===== src/rtl/adder_accum_pkg.sv =====
// Shared types and helpers for the sign-magnitude accumulation controller.
// Latency: none (types, constants and a pure function only).
// Backpressure: not applicable.
package adder_accum_pkg;

  typedef enum logic [1:0] {
    IDLE  = 2'd0,
    ACCUM = 2'd1,
    DONE  = 2'd2
  } state_t;

  // Widest sign-magnitude word the helpers handle.
  localparam int SM_MAXW = 64;

  // Positive zero: sign clear, magnitude clear. Slice to the word width in use.
  localparam logic [SM_MAXW-1:0] SM_POS_ZERO = '0;

  // Magnitude wrap for an n-bit sign-magnitude add: only same-sign operands
  // can wrap, and they do when the magnitude sum carries out of bit n-2.
  function automatic logic sm_wrap(input logic [SM_MAXW-1:0] a,
                                   input logic [SM_MAXW-1:0] b,
                                   input int unsigned n);
    logic [SM_MAXW-1:0] mask;
    logic [SM_MAXW:0]   sum;
    logic               sa;
    logic               sb;
    mask = (SM_MAXW'(1) << (n - 1)) - SM_MAXW'(1);
    sa   = |((a >> (n - 1)) & SM_MAXW'(1));
    sb   = |((b >> (n - 1)) & SM_MAXW'(1));
    sum  = {1'b0, a & mask} + {1'b0, b & mask};
    return (sa == sb) && (|(sum >> (n - 1)));
  endfunction

endpackage


===== src/rtl/adder_accum_ctrl_adder.sv =====
// Combinational sign-magnitude adder: same signs add magnitudes (modulo), else subtract.
// Latency: 0 cycles, purely combinational.
// Backpressure: none; the caller decides when the sum is used.
module adder #(
  parameter int N = 16
) (
  input  logic [N-1:0] a,
  input  logic [N-1:0] b,
  output logic [N-1:0] sum
);

  logic         sa;
  logic         sb;
  logic [N-2:0] ma;
  logic [N-2:0] mb;

  assign sa = a[N-1];
  assign sb = b[N-1];
  assign ma = a[N-2:0];
  assign mb = b[N-2:0];

  // Pick add or subtract by sign; an exact cancellation always yields +0.
  always_comb begin
    sum = '0;
    if (sa == sb) begin
      sum = {sa, ma + mb};
    end else if (ma > mb) begin
      sum = {sa, ma - mb};
    end else if (mb > ma) begin
      sum = {sb, mb - ma};
    end
  end

endmodule


===== src/rtl/adder_accum_ctrl.sv =====
// Sums a run of cfg_terms sign-magnitude terms through one shared adder; sticky wrap flag.
// Latency: out_valid rises the cycle after the last term's handshake; len+1 cycles per result.
// Backpressure: in_ready low while a result is held; result held until out_ready.
module adder_accum_ctrl
  import adder_accum_pkg::*;
#(
  parameter  int N         = 16,
  parameter  int MAX_TERMS = 32,
  localparam int CW        = $clog2(MAX_TERMS + 1)
) (
  input  logic          clk,
  input  logic          rst_n,
  input  logic          clear,
  input  logic [CW-1:0] cfg_terms,
  input  logic          in_valid,
  output logic          in_ready,
  input  logic [N-1:0]  in_data,
  output logic          out_valid,
  input  logic          out_ready,
  output logic [N-1:0]  out_data,
  output logic          out_ovf,
  output logic          busy
);

  state_t        state_q, state_d;
  logic [N-1:0]  acc_q, acc_d;
  logic [CW-1:0] cnt_q, cnt_d;
  logic [CW-1:0] len_q, len_d;
  logic          ovf_q, ovf_d;

  logic          in_fire;
  logic          out_fire;
  logic [N-1:0]  add_a;
  logic [N-1:0]  add_sum;
  logic          wrap;
  logic [CW-1:0] first_len;

  // Handshakes depend on registered state only, so in_ready never loops back from inputs.
  assign in_ready  = (state_q != DONE);
  assign out_valid = (state_q == DONE);
  assign busy      = (state_q != IDLE);
  assign out_data  = acc_q;
  assign out_ovf   = ovf_q;
  assign in_fire   = in_valid && in_ready;
  assign out_fire  = out_valid && out_ready;

  // A run's first term starts from +0 rather than the stale previous result.
  assign add_a = (state_q == IDLE) ? SM_POS_ZERO[N-1:0] : acc_q;
  assign wrap  = sm_wrap(SM_MAXW'(add_a), SM_MAXW'(in_data), N);

  // Run length: zero means a single term, anything above the limit is clamped.
  assign first_len = (cfg_terms == '0) ? CW'(1) :
                     (cfg_terms > CW'(MAX_TERMS)) ? CW'(MAX_TERMS) : cfg_terms;

  adder #(.N(N)) u_adder (
    .a   (add_a),
    .b   (in_data),
    .sum (add_sum)
  );

  // Next-state and datapath update; clear overrides every other action.
  always_comb begin
    state_d = state_q;
    acc_d   = acc_q;
    cnt_d   = cnt_q;
    len_d   = len_q;
    ovf_d   = ovf_q;
    case (state_q)
      IDLE: begin
        if (in_fire) begin
          len_d   = first_len;
          acc_d   = add_sum;
          cnt_d   = CW'(1);
          ovf_d   = 1'b0;
          state_d = (first_len == CW'(1)) ? DONE : ACCUM;
        end
      end
      ACCUM: begin
        if (in_fire) begin
          acc_d = add_sum;
          cnt_d = cnt_q + CW'(1);
          ovf_d = ovf_q | wrap;
          if ((cnt_q + CW'(1)) == len_q) begin
            state_d = DONE;
          end
        end
      end
      DONE: begin
        if (out_fire) begin
          state_d = IDLE;
        end
      end
      default: state_d = IDLE;
    endcase
    if (clear) begin
      state_d = IDLE;
      acc_d   = SM_POS_ZERO[N-1:0];
      cnt_d   = '0;
      ovf_d   = 1'b0;
    end
  end

  // State and datapath registers.
  always_ff @(posedge clk or negedge rst_n) begin
    if (!rst_n) begin
      state_q <= IDLE;
      acc_q   <= SM_POS_ZERO[N-1:0];
      cnt_q   <= '0;
      len_q   <= '0;
      ovf_q   <= 1'b0;
    end else begin
      state_q <= state_d;
      acc_q   <= acc_d;
      cnt_q   <= cnt_d;
      len_q   <= len_d;
      ovf_q   <= ovf_d;
    end
  end

endmodule


===== config.mk =====
export PLATFORM = sky130hd
export DESIGN_NAME = adder_accum_ctrl
export DESIGN_NICKNAME = d
export VERILOG_FILES = /design/src/rtl/adder_accum_pkg.sv /design/src/rtl/adder_accum_ctrl_adder.sv /design/src/rtl/adder_accum_ctrl.sv
export SDC_FILE = /design/constraint.sdc
export NUM_CORES = 1
export LEC_CHECK = 0
export ABC_AREA = 1
export CELL_PAD_IN_SITES_DETAIL_PLACEMENT = 1
export CELL_PAD_IN_SITES_GLOBAL_PLACEMENT = 2
export CORE_MARGIN = 1
export CORE_UTILIZATION = 29
export CTS_BUF_LIST = sky130_fd_sc_hd__clkbuf_8
export CTS_CLUSTER_SIZE = 30
export DETAILED_ROUTE_END_ITERATION = 7
export PLACE_DENSITY = 0.78
export SETUP_SLACK_MARGIN = 0.15
export SLEW_MARGIN = 20
export SYNTH_ARGS = -nofsm -noshare
export SYNTH_HDL_FRONTEND = slang
export SYNTH_SLANG_ARGS = --single-unit

===== constraint.sdc =====
create_clock -name clk -period 2.5 [get_ports clk]
set_clock_uncertainty 0.1 [all_clocks]
set_input_delay 0.25 -clock clk [delete_from_list [all_inputs] [get_ports clk]]
set_output_delay 0.25 -clock clk [all_outputs]
set_load 0.005 [all_outputs]

==> results.md, run 1 <==
- Slowest CP cell: dfrtp_1
- Layout cells sized above 1: 0.417
- Worst path most repeated cell: nand2_1
- Cell Count, Final, Fillers Out: 1214
- WP data arrival: 2.88 ns
- Overall via count from detail_route: 5841
- Number of flops mapped to enable cells by yosys: 0
- Worst R2R End: out_data[12]
- Initial Util: 0.300
- DRC errors left: 0
- First-pass GRT wire length: 32.6 mm
- Syn avg cell area: 6.13 um^2
- Via count of the first global-routing pass: 6359
- Final Slew Violations: 0
- H-tree Lvls: 2
- Largest net degree at the start of global routing: 32
- Worst-path maximum fanout: 6
- Max Cap Viol: 0
- Startpoint Class: flip-flop
- Status: finished, violations left
- Post-layout util: 0.509
- Min Clock Period, post-route: 2.71 ns
- Met1 Track Usage GR: 0.310
- Synth area leaders: nand2_1, dfrtp_1, ha_1, inv_1, nand3_1
- Die ar.: 16400 um^2
- Lkg Pwr: 4.17 nW
- Yosys top cell by area: nand2_1
- CTS Sinks: 31
- Worst VDD drop: 602 uV
- Gr usage total: 0.262
- Worst stage delay on the critical path: 0.41 ns
- Most common cell in the netlist: nand2_1
- Antenna violations before repair: 0
- Post-synth top area share: 0.191
- WHS Endpoint: out_ovf
- Cells after DPL: 1168
- Avg Vias per Cell: 4.81
- PD cells: 732 nW/um^2
- Asr flop ratio synth: 1.00
- Post-synth top cells: nand2_1, inv_1, nand3_1
- Setup WS post-layout: -0.214 ns
- YS warnings: 0
- Post-route ant nets: 0
- Worst-Skew Late Latency: 0.32 ns
- P&R area growth vs syn: 69.8%
- CTS Buf Count: 5
- Number of diodes: 0
- Worst slew pin tran: 0.935 ns
- First-pass DRT Iterations: 4
- #FFs+latches synth: 31
- GR met2 Demand/Resource: 0.473
- Die Span X: 128 um
- Final Wtd Congestion: 0.898
- R2R Setup Slk: -0.21 ns
- Crit path cell chain: nor2_4 > inv_8 > buf_12 > nand2_4 > inv_4 > ha_4 > buf_6 > nand2_8 > nor3_4 > nand2_1 > nand2_1 > nand2_2 > nor2_4 > buf_6 > nand3_2 > nand2_2 > nand3_2 > nand2_1
- Post-route clock period utilization: 1.09
- Post-synthesis net count: 831
- IO Pins: 47
- Overflow after GRT: 0
- WL/cell: 17.4 um
- Synth Flop Type: dfrtp_1
- Die Y-Extent: 128 um
- Worst R2R Path Depth: 18
- Nets: 1082
- Seq/Total Area, Yosys: 0.168
- Distinct cells, synth: 36
- Starting DRT DRC Count: 232
- Syn Std Cell Area: 4610 um^2
- Slew margin rel.: 0.376
- Finish-stage setup viols: 17
- Pwr Total: 5.73 mW
- Failing checks: negative setup slack
- Clock Pin Slew Worst Setup and Hold Paths: 0.09 ns
- Hold WS: 0.427 ns
- Fmax: 0.368 GHz
- Setup crit start: state_q[0]
- Min-delay src: out_ovf
- Synthesized instance count: 751
- Core area: 15400 um^2
- Clock Path Buffers: 2
- IO Port Bufs: 46
- Dpl hpwl: 15.7 mm
- Critical path required time: 2.66 ns
- Hold path depth: 2
- Clock root cell: clkbuf_8
- Min-delay worst type: reg2reg
- CTS tree: yes
- Final Hold Viols: 0
- Row cnt: 45
- Critical R2R Launch: state_q[0]
- Critical path type: reg2reg
- GRT busiest layer: met2
- Unrepaired setup endpoints after global routing: true
- Drt total wl: 21.1 mm
- Crit. End Element: flip-flop
- Setup slack at placement: -0.540 ns
- Grt met3 use: 0.0405
==> cell type report <==
| class | instances | area, um^2 |
|---|---|---|
| clock buffer | 6 | 82.6 |
| clock inverter | 2 | 35.0 |
| fill | 1967 | 7550 |
| inverter | 142 | 553 |
| multi-input combinational | 560 | 3910 |
| sequential | 31 | 776 |
| tap | 211 | 264 |
| timing repair buffer | 262 | 2200 |
==> per-layer routing <==
| layer | share of wire | vias to the layer above |
|---|---|---|
| li1 | - | 2824 |
| met1 | 0.43 | 2843 |
| met2 | 0.50 | 126 |
| met3 | 0.037 | 48 |
| met4 | 0.037 | 0 |
| met5 | 0 | - |
==> timing repair <==
item | CTS | global route
endpoints found under the hold margin | 31 | 0
gates resized for setup | 110 | 117
pin swaps | 39 | 56
gates cloned | 0 | 0
buffers inserted | 19 | 18
endpoints found under the setup margin | 17 | 17
hold buffers | 1 | 0
==> per-stage QoR <==
stage,setup TNS [ns],area [um^2]
after floorplan,0,4650
after global placement,-5.51,6560
after detailed placement,-7.03,6560
after CTS,-2.31,7280
after global routing,-5.04,7820
final,-2.98,7820
==> cells by family (layout without fill, tap and decap cells) <==
group	after synthesis	in the layout	synth area share
AO/OA/AOI/OAI	80	80	0.0997
XOR/XNOR	23	23	0.0467
adder cells (fa/ha/maj)	53	53	0.149
buffers and inverters	160	412	0.152
flip-flops	31	31	0.168
AND/OR/NAND/NOR	404	404	0.385
==> where the power goes <==
part / total [mW] / internal, mW / leakage [nW] / switching, mW
clock network: 0.608 / 0.324 / 0.0612 / 0.284
logic: 4.37 / 2.05 / 3.69 / 2.33
registers: 0.744 / 0.624 / 0.413 / 0.121
total: 5.73 / 2.99 / 4.17 / 2.73
==> cells in the final DEF, fill, tap and decap left out, types with 14 or more instances in the layout <==
master	count
a21oi_1	23
a21oi_2	15
buf_4	194
buf_6	14
clkdlybuf4s50_1	45
dfrtp_1	31
ha_1	34
ha_4	14
inv_1	123
nand2_1	174
nand2_2	57
nand2_4	23
nand3_1	43
nand3_2	29
nor2_1	36
o21ai_0	15
xor2_1	20
==> critical path, delay by kind of cell (launching register included) <==
kind	cells	cell delay (ns)
fa+ha+maj	1	0.29
buf+inv	5	0.55
flops	1	0.41
simple gates	12	1.29
==> worst max path at each step <==
stage	endpoint	cells after the start
global route	out_data[8]	19
global placement	out_data[10]	17
detailed placement	out_data[2]	17
CTS	out_data[12]	18
finish	out_data[12]	18
floorplan	out_data[13]	19
==> sequential cells by signal (all words and copies together) (netlist names) <==
register	cells
out_data	16
cnt_q	6
out_ovf	1
len_q	6
state_q	2
Note: power is estimated with default switching activity, not from simulation.
==> run 2: changes to the inputs <==
CAP_MARGIN = 20   (was default)
==> results of run 2 <==
Same layout as run 1: the final DEF is identical, and so are final timing and power.
